$ cat src/rtl/fmc150_spi_core.sv
// SPI master for one FMC150 serial target (CDCE72010 or DAC3283), 32-bit MSB-first frames.
// Optional readback path (two-frame reads, capture register, rsp_*) is built when FMC_SPI_READBACK_EN is defined.
module fmc150_spi_core #(
  parameter int CLK_DIV     = 4,
  parameter int CS_IDLE     = 8,
  parameter int SRST_CYCLES = 64
) (
  input  logic        CLK,
  input  logic        RST_N,
  input  logic        cmd_valid,
  output logic        cmd_ready,
  input  logic [31:0] cmd_data,
  input  logic        cmd_read,
  input  logic        srst_req,
  output logic        rsp_valid,
  output logic [31:0] rsp_data,
  output logic        sclkn,
  output logic        sclkgate,
  output logic        sdo,
  output logic        csb,
  input  logic        sdi,
  output logic        srst
);

  // state | meaning
  // RST   | target reset pulse, srst held low
  // IDLE  | waiting for a command or reset request
  // SETUP | csb low, first bit on sdo, pin clock low
  // SHIFT | 32 gated pin-clock periods
  // HOLD  | csb low after last bit
  // GAP   | csb high between frames
  localparam logic [2:0] ST_RST   = 3'd0;
  localparam logic [2:0] ST_IDLE  = 3'd1;
  localparam logic [2:0] ST_SETUP = 3'd2;
  localparam logic [2:0] ST_SHIFT = 3'd3;
  localparam logic [2:0] ST_HOLD  = 3'd4;
  localparam logic [2:0] ST_GAP   = 3'd5;

  localparam int M1   = (SRST_CYCLES > CS_IDLE) ? SRST_CYCLES : CS_IDLE;
  localparam int TMAX = (M1 > CLK_DIV) ? M1 : CLK_DIV;
  localparam int TW   = $clog2(TMAX + 1);

  logic [2:0]    state;
  logic [TW-1:0] tmr;
  logic [4:0]    bit_cnt;
  logic          half;
  logic [31:0]   shreg;
  logic          is_read;
  logic          second;
  logic          srst_pend;
  logic          rd_in;
  logic          tmr_done;
  logic          last_frame;
  logic          req_now;

  assign tmr_done   = (tmr == '0);
  assign last_frame = !(is_read && !second);
  assign req_now    = srst_pend | srst_req;
  assign cmd_ready  = (state == ST_IDLE) && !srst_pend && !srst_req;

`ifdef FMC_SPI_READBACK_EN
  assign rd_in = cmd_read;
`else
  assign rd_in = 1'b0;
`endif

  always_ff @(posedge CLK) begin
    if (!RST_N) begin
      state     <= ST_RST;
      tmr       <= TW'(SRST_CYCLES - 1);
      bit_cnt   <= '0;
      half      <= 1'b0;
      shreg     <= '0;
      is_read   <= 1'b0;
      second    <= 1'b0;
      srst_pend <= 1'b0;
      csb       <= 1'b1;
      sclkn     <= 1'b1;
      sclkgate  <= 1'b0;
      sdo       <= 1'b0;
      srst      <= 1'b0;
    end else begin
      // requests arriving mid-transaction are held until the final gap ends
      if (srst_req && state != ST_IDLE && state != ST_RST)
        srst_pend <= 1'b1;

      case (state)
        ST_RST: begin
          if (tmr_done) begin
            srst  <= 1'b1;
            state <= ST_IDLE;
          end else begin
            tmr <= tmr - TW'(1);
          end
        end

        ST_IDLE: begin
          if (srst_req) begin
            state <= ST_RST;
            srst  <= 1'b0;
            tmr   <= TW'(SRST_CYCLES - 1);
          end else if (cmd_valid) begin
            shreg   <= cmd_data;
            sdo     <= cmd_data[31];
            is_read <= rd_in;
            second  <= 1'b0;
            csb     <= 1'b0;
            tmr     <= TW'(CLK_DIV - 1);
            state   <= ST_SETUP;
          end
        end

        ST_SETUP: begin
          if (tmr_done) begin
            state    <= ST_SHIFT;
            tmr      <= TW'(CLK_DIV - 1);
            bit_cnt  <= 5'd31;
            half     <= 1'b0;
            sclkn    <= 1'b0;
            sclkgate <= 1'b1;
          end else begin
            tmr <= tmr - TW'(1);
          end
        end

        ST_SHIFT: begin
          if (!tmr_done) begin
            tmr <= tmr - TW'(1);
          end else begin
            tmr <= TW'(CLK_DIV - 1);
            if (!half) begin
              half  <= 1'b1;
              sclkn <= 1'b1;
            end else begin
              half <= 1'b0;
              if (bit_cnt == 5'd0) begin
                state    <= ST_HOLD;
                sclkn    <= 1'b1;
                sclkgate <= 1'b0;
                sdo      <= 1'b0;
              end else begin
                bit_cnt <= bit_cnt - 5'd1;
                shreg   <= {shreg[30:0], 1'b0};
                sdo     <= shreg[30];
                sclkn   <= 1'b0;
              end
            end
          end
        end

        ST_HOLD: begin
          if (tmr_done) begin
            csb <= 1'b1;
            // the IDLE accept cycle counts as the last csb-high cycle before a new command
            if (!last_frame) begin
              state <= ST_GAP;
              tmr   <= TW'(CS_IDLE - 1);
            end else if (CS_IDLE > 1) begin
              state <= ST_GAP;
              tmr   <= TW'(CS_IDLE - 2);
            end else if (req_now) begin
              state     <= ST_RST;
              srst      <= 1'b0;
              srst_pend <= 1'b0;
              tmr       <= TW'(SRST_CYCLES - 1);
            end else begin
              state <= ST_IDLE;
            end
          end else begin
            tmr <= tmr - TW'(1);
          end
        end

        ST_GAP: begin
          if (tmr_done) begin
            if (!last_frame) begin
              second <= 1'b1;
              shreg  <= '0;
              sdo    <= 1'b0;
              csb    <= 1'b0;
              tmr    <= TW'(CLK_DIV - 1);
              state  <= ST_SETUP;
            end else if (req_now) begin
              state     <= ST_RST;
              srst      <= 1'b0;
              srst_pend <= 1'b0;
              tmr       <= TW'(SRST_CYCLES - 1);
            end else begin
              state <= ST_IDLE;
            end
          end else begin
            tmr <= tmr - TW'(1);
          end
        end

        default: begin
          state <= ST_RST;
          srst  <= 1'b0;
          csb   <= 1'b1;
          tmr   <= TW'(SRST_CYCLES - 1);
        end
      endcase
    end
  end

`ifdef FMC_SPI_READBACK_EN
  logic [31:0] cap;

  // sdi is taken on the same edge that raises the pin clock
  always_ff @(posedge CLK) begin
    if (!RST_N) begin
      cap       <= '0;
      rsp_valid <= 1'b0;
      rsp_data  <= '0;
    end else begin
      rsp_valid <= 1'b0;
      if (state == ST_SHIFT && tmr_done && !half)
        cap <= {cap[30:0], sdi};
      if (state == ST_HOLD && tmr_done && is_read && second) begin
        rsp_data  <= cap;
        rsp_valid <= 1'b1;
      end
    end
  end
`else
  logic unused_rd;
  assign unused_rd = cmd_read ^ sdi;
  assign rsp_valid = 1'b0;
  assign rsp_data  = '0;
`endif

endmodule

$ cat config.mk
export PLATFORM = sky130hd
export DESIGN_NAME = fmc150_spi_core
export DESIGN_NICKNAME = d
export VERILOG_FILES = /design/src/rtl/fmc150_spi_core.sv
export SDC_FILE = /design/constraint.sdc
export NUM_CORES = 1
export LEC_CHECK = 0
export ABC_AREA = 1
export CAP_MARGIN = 20
export CORE_MARGIN = 5
export CORE_UTILIZATION = 50
export CTS_CLUSTER_DIAMETER = 120
export DETAILED_ROUTE_END_ITERATION = 12
export PLACE_DENSITY_LB_ADDON = 0.12
export SYNTH_ARGS = -nofsm -noshare
export SYNTH_HDL_FRONTEND = slang
export SYNTH_SLANG_ARGS = --single-unit
export TNS_END_PERCENT = 10
$ cat constraint.sdc
create_clock -name CLK -period 2.14 [get_ports CLK]
set_clock_uncertainty 0.1 [all_clocks]
set_input_delay 0.428 -clock CLK [delete_from_list [all_inputs] [get_ports CLK]]
set_output_delay 0.428 -clock CLK [all_outputs]
set_load 0.01 [all_outputs]
## Word level (Yosys, flattened, before mapping)

Cells that the tools add are included.

- Flip-flop bits (word level): 53
- Bits of input ports: 38
- Output and inout bits: 39
- Logic and storage cells: 123

- Add/sub/neg operators: 2
- Equal/unequal tests: 21
- Muxes and demuxes: 60
- Bitwise logic cells: 4
- Reduce and logical (&&, ||, !) cells: 25

Operators by type and width:

| kind | count |
|---|---|
| 31-bit two-way mux | 5 |
| 31-bit case mux with 2 select lines | 1 |
| 7-bit two-way mux | 7 |
| 7-bit case mux with 5 select lines | 1 |
| 3-bit two-way mux | 9 |
| 2-bit inequality test, second input constant | 13 |
| 1-bit two-way mux | 25 |
| 5-bit two-way mux | 4 |
| 3-bit case mux with 6 select lines | 1 |
| 8-bit AND reduction | 2 |
| 5-bit AND reduction | 3 |
| 5-bit case mux with 2 select lines | 1 |
| 1-bit case mux with 2 select lines | 4 |
| 7-bit logical NOT | 1 |
| 7-bit AND reduction | 1 |
| 7-bit by 1-bit subtractor with 7-bit output, second input constant | 1 |
| 3-bit by 2-bit == test with 1-bit output, second input constant | 2 |
| 3-bit == test, second input constant | 2 |
| 3-bit inequality test, second input constant | 2 |
| 3-bit AND reduction | 2 |
| 6-bit AND reduction | 1 |
| 3-bit nonzero test | 2 |
| 3-bit OR reduction | 2 |
| 5-bit logical NOT | 1 |
| 13 further kinds | 19 |

## Depth between registers and ports, before layout

- Depth in word-level cells: 7
- Mapped depth: 13
- Mapped depth without buffers: 12

## Worst setup path after synthesis

OpenSTA, ideal clock, no wires.

- Kind: flip-flop to flip-flop
- From: register tmr[0]
- To: register tmr[3]
- Setup time: 0.133 ns
- Arrival time: 1.457 ns
- Data required time: 1.907 ns
- Slack: 0.450 ns
- Stages on the path, launching flop included: 14
- Path buffers: 1
- Clock period less this slack: 1.690 ns
- Cells stage by stage: dfxtp_1 inv_1 ha_1 inv_1 nor2_1 nand3_1 clkbuf_1 nor2_1 nand2_1 nand2_1 inv_1 nand2_1 nand2_1 nand3_1

- Longest elaborated chain between the ends: 3
- Elaborated cells on any way between the ends: 10
- Classes of those cells: add/sub: 1; eq/ne: 2; mux: 5; reduce/logical: 2

Ends and longest elaborated chain:

| what | RTL line | text |
|---|---|---|
| start: declaration | 44 | `logic [TW-1:0] tmr;` |
| start signal: assignment | 70 | `tmr <= TW'(SRST_CYCLES - 1);` |
| start signal: assignment | 93 | `tmr <= tmr - TW'(1);` |
| start signal: assignment | 101 | `tmr <= TW'(SRST_CYCLES - 1);` |
| 7-bit by 1-bit subtractor with 7-bit output / 7-bit logical NOT (equally long branches) | - |  |
| 7-bit two-way mux, or another cell as far along | 175 | `if (tmr_done) begin` |
| 7-bit case mux with 5 select lines / 3-bit AND reduction (equally long branches) | - |  |

Parallel ways exist; a longest one is shown, timed or not. The select of a mux whose other input is x is not followed.
A chain may end at the register's enable or synchronous reset.

## Worst setup path in the final report

- From: register tmr[0]
- To: register bit_cnt[3]

- Longest elaborated chain between the ends: 3
- Elaborated cells on any way between the ends: 4
- Classes of those cells: eq/ne: 2; reduce/logical: 2

Ends and longest elaborated chain:

| what | RTL line | text |
|---|---|---|
| 7-bit logical NOT (*) | 56 | `assign tmr_done = (tmr == '0);` |
| 2-bit inequality test (no line) | - |  |
| 5-bit AND reduction (no line) (*) | - |  |
| end signal: assignment | 142 | `bit_cnt <= bit_cnt - 5'd1;` |
| end: declaration | 45 | `logic [4:0] bit_cnt;` |

Mark *: on every way between the ends. The rest lies on a longest branch, timed or not.

==> results.py <==
metrics = {
    "critical_path": {
        "cp.arrival_ps": 2030,
        "endpoint": "bit_cnt[3]",
        "max_stage_delay_ps": 320,
        "crit_type": "reg -> reg",
        "startpoint": "tmr[0]",
        "cp.depth": 10,
        "r2r_end": "bit_cnt[3]",
        "cp.required_ps": 2220,
        "crit_path_top_delay_cell": "dfxtp_1",
        "crit_chain": "inv_1 > ha_1 > inv_1 > nor2_1 > nand3_1 > buf_4 > o21ai_1 > nand3_1 > nand2_1 > a21oi_1",
        "startpoint_type": "flip-flop",
        "path_buf_inv": 3,
        "timing.rr.start": "tmr[0]",
        "crit_family": "simple AND/OR/NAND/NOR gates",
        "reg2reg_slack_ps": 180,
        "worstPathMaxFanout": 8,
        "r2r_cells": 10,
        "endpoint_kind": "flip-flop",
    },
    "routing": {
        "post_drt_wl_per_cell_um": 10.56,
        "drc": 0,
        "wl_mm": 6.904,
        "dr.pass1.iters": 4,
        "via_per_inst": 4.641,
        "dr_total_vias": 3035,
        "antenna_left": 0,
        "first_iter_violations": 87,
    },
    "sta": {
        "rsz0062_at_grt": "no",
        "setup_violations": 0,
        "timing.final.ws_setup_ps": 183.1,
        "setup-tns-final_ps": 0,
        "tightestPinTransition_ps": 499.1,
        "timing.final.crit_share_pct": 91.45,
        "min_period_ps": 1957,
        "slew_headroom_pct": 66.69,
        "final-max-slew-violation-count": 0,
        "hold_viol": 0,
        "fmax_mhz": 511.0,
    },
    "synthesis": {
        "ys_async_sr_fraction_pct": 0,
        "synthesis.instances": 532,
        "synth.distinct_cells": 31,
        "synth_warnings": 0,
        "syn_area_per_cell_sq_um": 6.108,
        "ys_ff_latch": 53,
        "synthFlopType": "dfxtp_1",
        "synth_area_sq_mm": 0.003249,
        "synth_edf_count": 0,
        "synth-seq-area-share_pct": 32.65,
    },
    "floorplan": {
        "dieArea_sq_mm": 0.008211,
        "start_util_pct": 51.17,
        "core_area_sq_mm": 0.006350,
        "fp.dieH_um": 90.62,
        "pin_count": 77,
        "fp.dieW_um": 90.62,
        "core.rowCount": 29,
    },
    "global_routing": {
        "grt_remaining_overflow": 0,
        "grt_max_degree": 43,
        "track_usage_pct": 17.05,
        "first_global_vias": 2827,
        "grt_pass1_wl_mm": 12.12,
        "antenna_found_initial": 0,
    },
    "clock_network": {
        "postCtsSetupBuffers": 0,
        "cts_buffers": 5,
        "htreeDepth": 2,
        "clock_latency_ps": 300,
        "cts_tree": "yes",
        "clock-sinks": 53,
        "clk_pin_slew_worst_paths_ps": 100,
        "root_buffer": "clkbuf_8",
        "postCtsHoldBufs": 0,
        "clk_path_buf_depth": 2,
    },
    "finish": {
        "antenna_cells": 0,
        "drive_gt1_share_pct": 6.759,
        "nFillCells": 649,
        "nets": 618,
        "regArea_sq_mm": 0.001061,
        "multiInputGateArea_sq_mm": 0.001714,
        "final_common_cell": "nand2_1",
        "layout_common_cells": "nand2_1, nor2_1, inv_1",
        "syn2layout_area_growth_pct": 15.59,
        "fin_util_pct": 59.15,
    },
    "min_path": {
        "hold_path_class": "reg -> reg",
    },
    "place": {
        "dp_slack_ps": 11.98,
        "numPortBuffers": 41,
        "gp_congestion": 0.8962,
        "dp_hpwl_mm": 5.151,
    },
    "power": {
        "powerDensity_mw_per_mm2": 616.1,
        "p_leak_nw": 1.976,
        "ir_worst_vdd_mv": 0.3369,
    },
    "flow_run": {
        "drv_cap": 0,
    },
    "status": {
        "run_status": "complete, no violations",
    },
}
[timing repair]
action                                  in CTS  in global routing
resized for setup                            1                  1
endpoints found under the setup margin       1                  3
endpoints found under the hold margin        0                  0
[cell usage after synthesis (2+ instances only)]
cell type    n  area [sq um]
nand4_1      8         50.05
nor2_1      87         326.6
buf_2        7         35.03
inv_2        5         18.77
nand3_1     21         105.1
ha_1         4         50.05
inv_1       60         225.2
buf_4       33         247.7
nand2_2      4         25.02
nand2_1    162         608.1
o21ai_0     40         200.2
buf_6        3         33.78
clkbuf_1     8         30.03
xnor2_1      2         17.52
nor3_1       4         20.02
a21oi_1     17         85.08
dfxtp_1     53          1061
[layout make-up]
class | count | share of cell area [%]
Clock buffer | 6 | 1.932
Clock inverter | 2 | 0.3664
Inverter | 65 | 6.496
Multi-Input combinational cell | 394 | 45.64
Sequential cell | 53 | 28.25
Tap cell | 77 | 2.565
Timing Repair Buffer | 57 | 14.76
[kinds of logic (layout without fill, tap and decap cells)]
kind of cell | Yosys count | count (layout) | share of synthesized area (%)
compound gates | 61 | 61 | 9.665
other cells | 1 | 33 | 0.1154
fa+ha+maj | 4 | 4 | 1.540
flops | 53 | 53 | 32.65
xor+xnor | 3 | 3 | 0.8088
simple gates | 293 | 293 | 36.93
buf+inv | 117 | 130 | 18.29
[worst min-delay path by stage]
stage,startpoint,to,slack (ps),cells after the start
after floorplan,shreg[0],shreg[0],340,2
after CTS,shreg[0],shreg[0],370,2
after global routing,shreg[0],shreg[0],390,2
after global placement,shreg[0],shreg[0],350,2
final,shreg[0],shreg[0],360,2
after detailed placement,shreg[0],shreg[0],350,2
[power breakdown]
part / total, mW / switching, mW / internal (mW)
Clock: 0.564 / 0.330 / 0.234
Combinational: 0.612 / 0.348 / 0.265
Sequential: 1.14 / 0.0497 / 1.09
[per-stage QoR]
| stage | cells | cell area (sq um) | total power, mW | hold slack (ps) |
|---|---|---|---|---|
| floorplan | 564 | 3369 | 1.626 | 339.1 |
| global placement | 646 | 3671 | 1.758 | 349.9 |
| detailed placement | 646 | 3671 | 1.773 | 353.0 |
| global route | 654 | 3756 | 2.502 | 392.3 |
| finish | 654 | 3756 | 2.314 | 364.8 |
| CTS | 654 | 3756 | 2.343 | 368.5 |
[state kept, by name (all words and copies together) (netlist names)]
signal	cells
sdo	1
srst_pend	1
csb	1
state	3
half	1
shreg	31
sclkn	1
sclkgate	1
tmr	7
srst	1
bit_cnt	5
[metal layers]
metal	GRT usage [%]	vias up	routed length, um
li1	-	1652	-
met1	21.32	1318	3190
met2	29.90	61	3244
met3	3.333	4	405
met4	4.094	0	64
met5	0	-	0
[worst min-delay path, stage by stage, from the launching register on]
cell	delay [ps]
dfxtp_1	320
nand2_1	60
a21oi_1	50
Power figures use the tool's default switching activity.
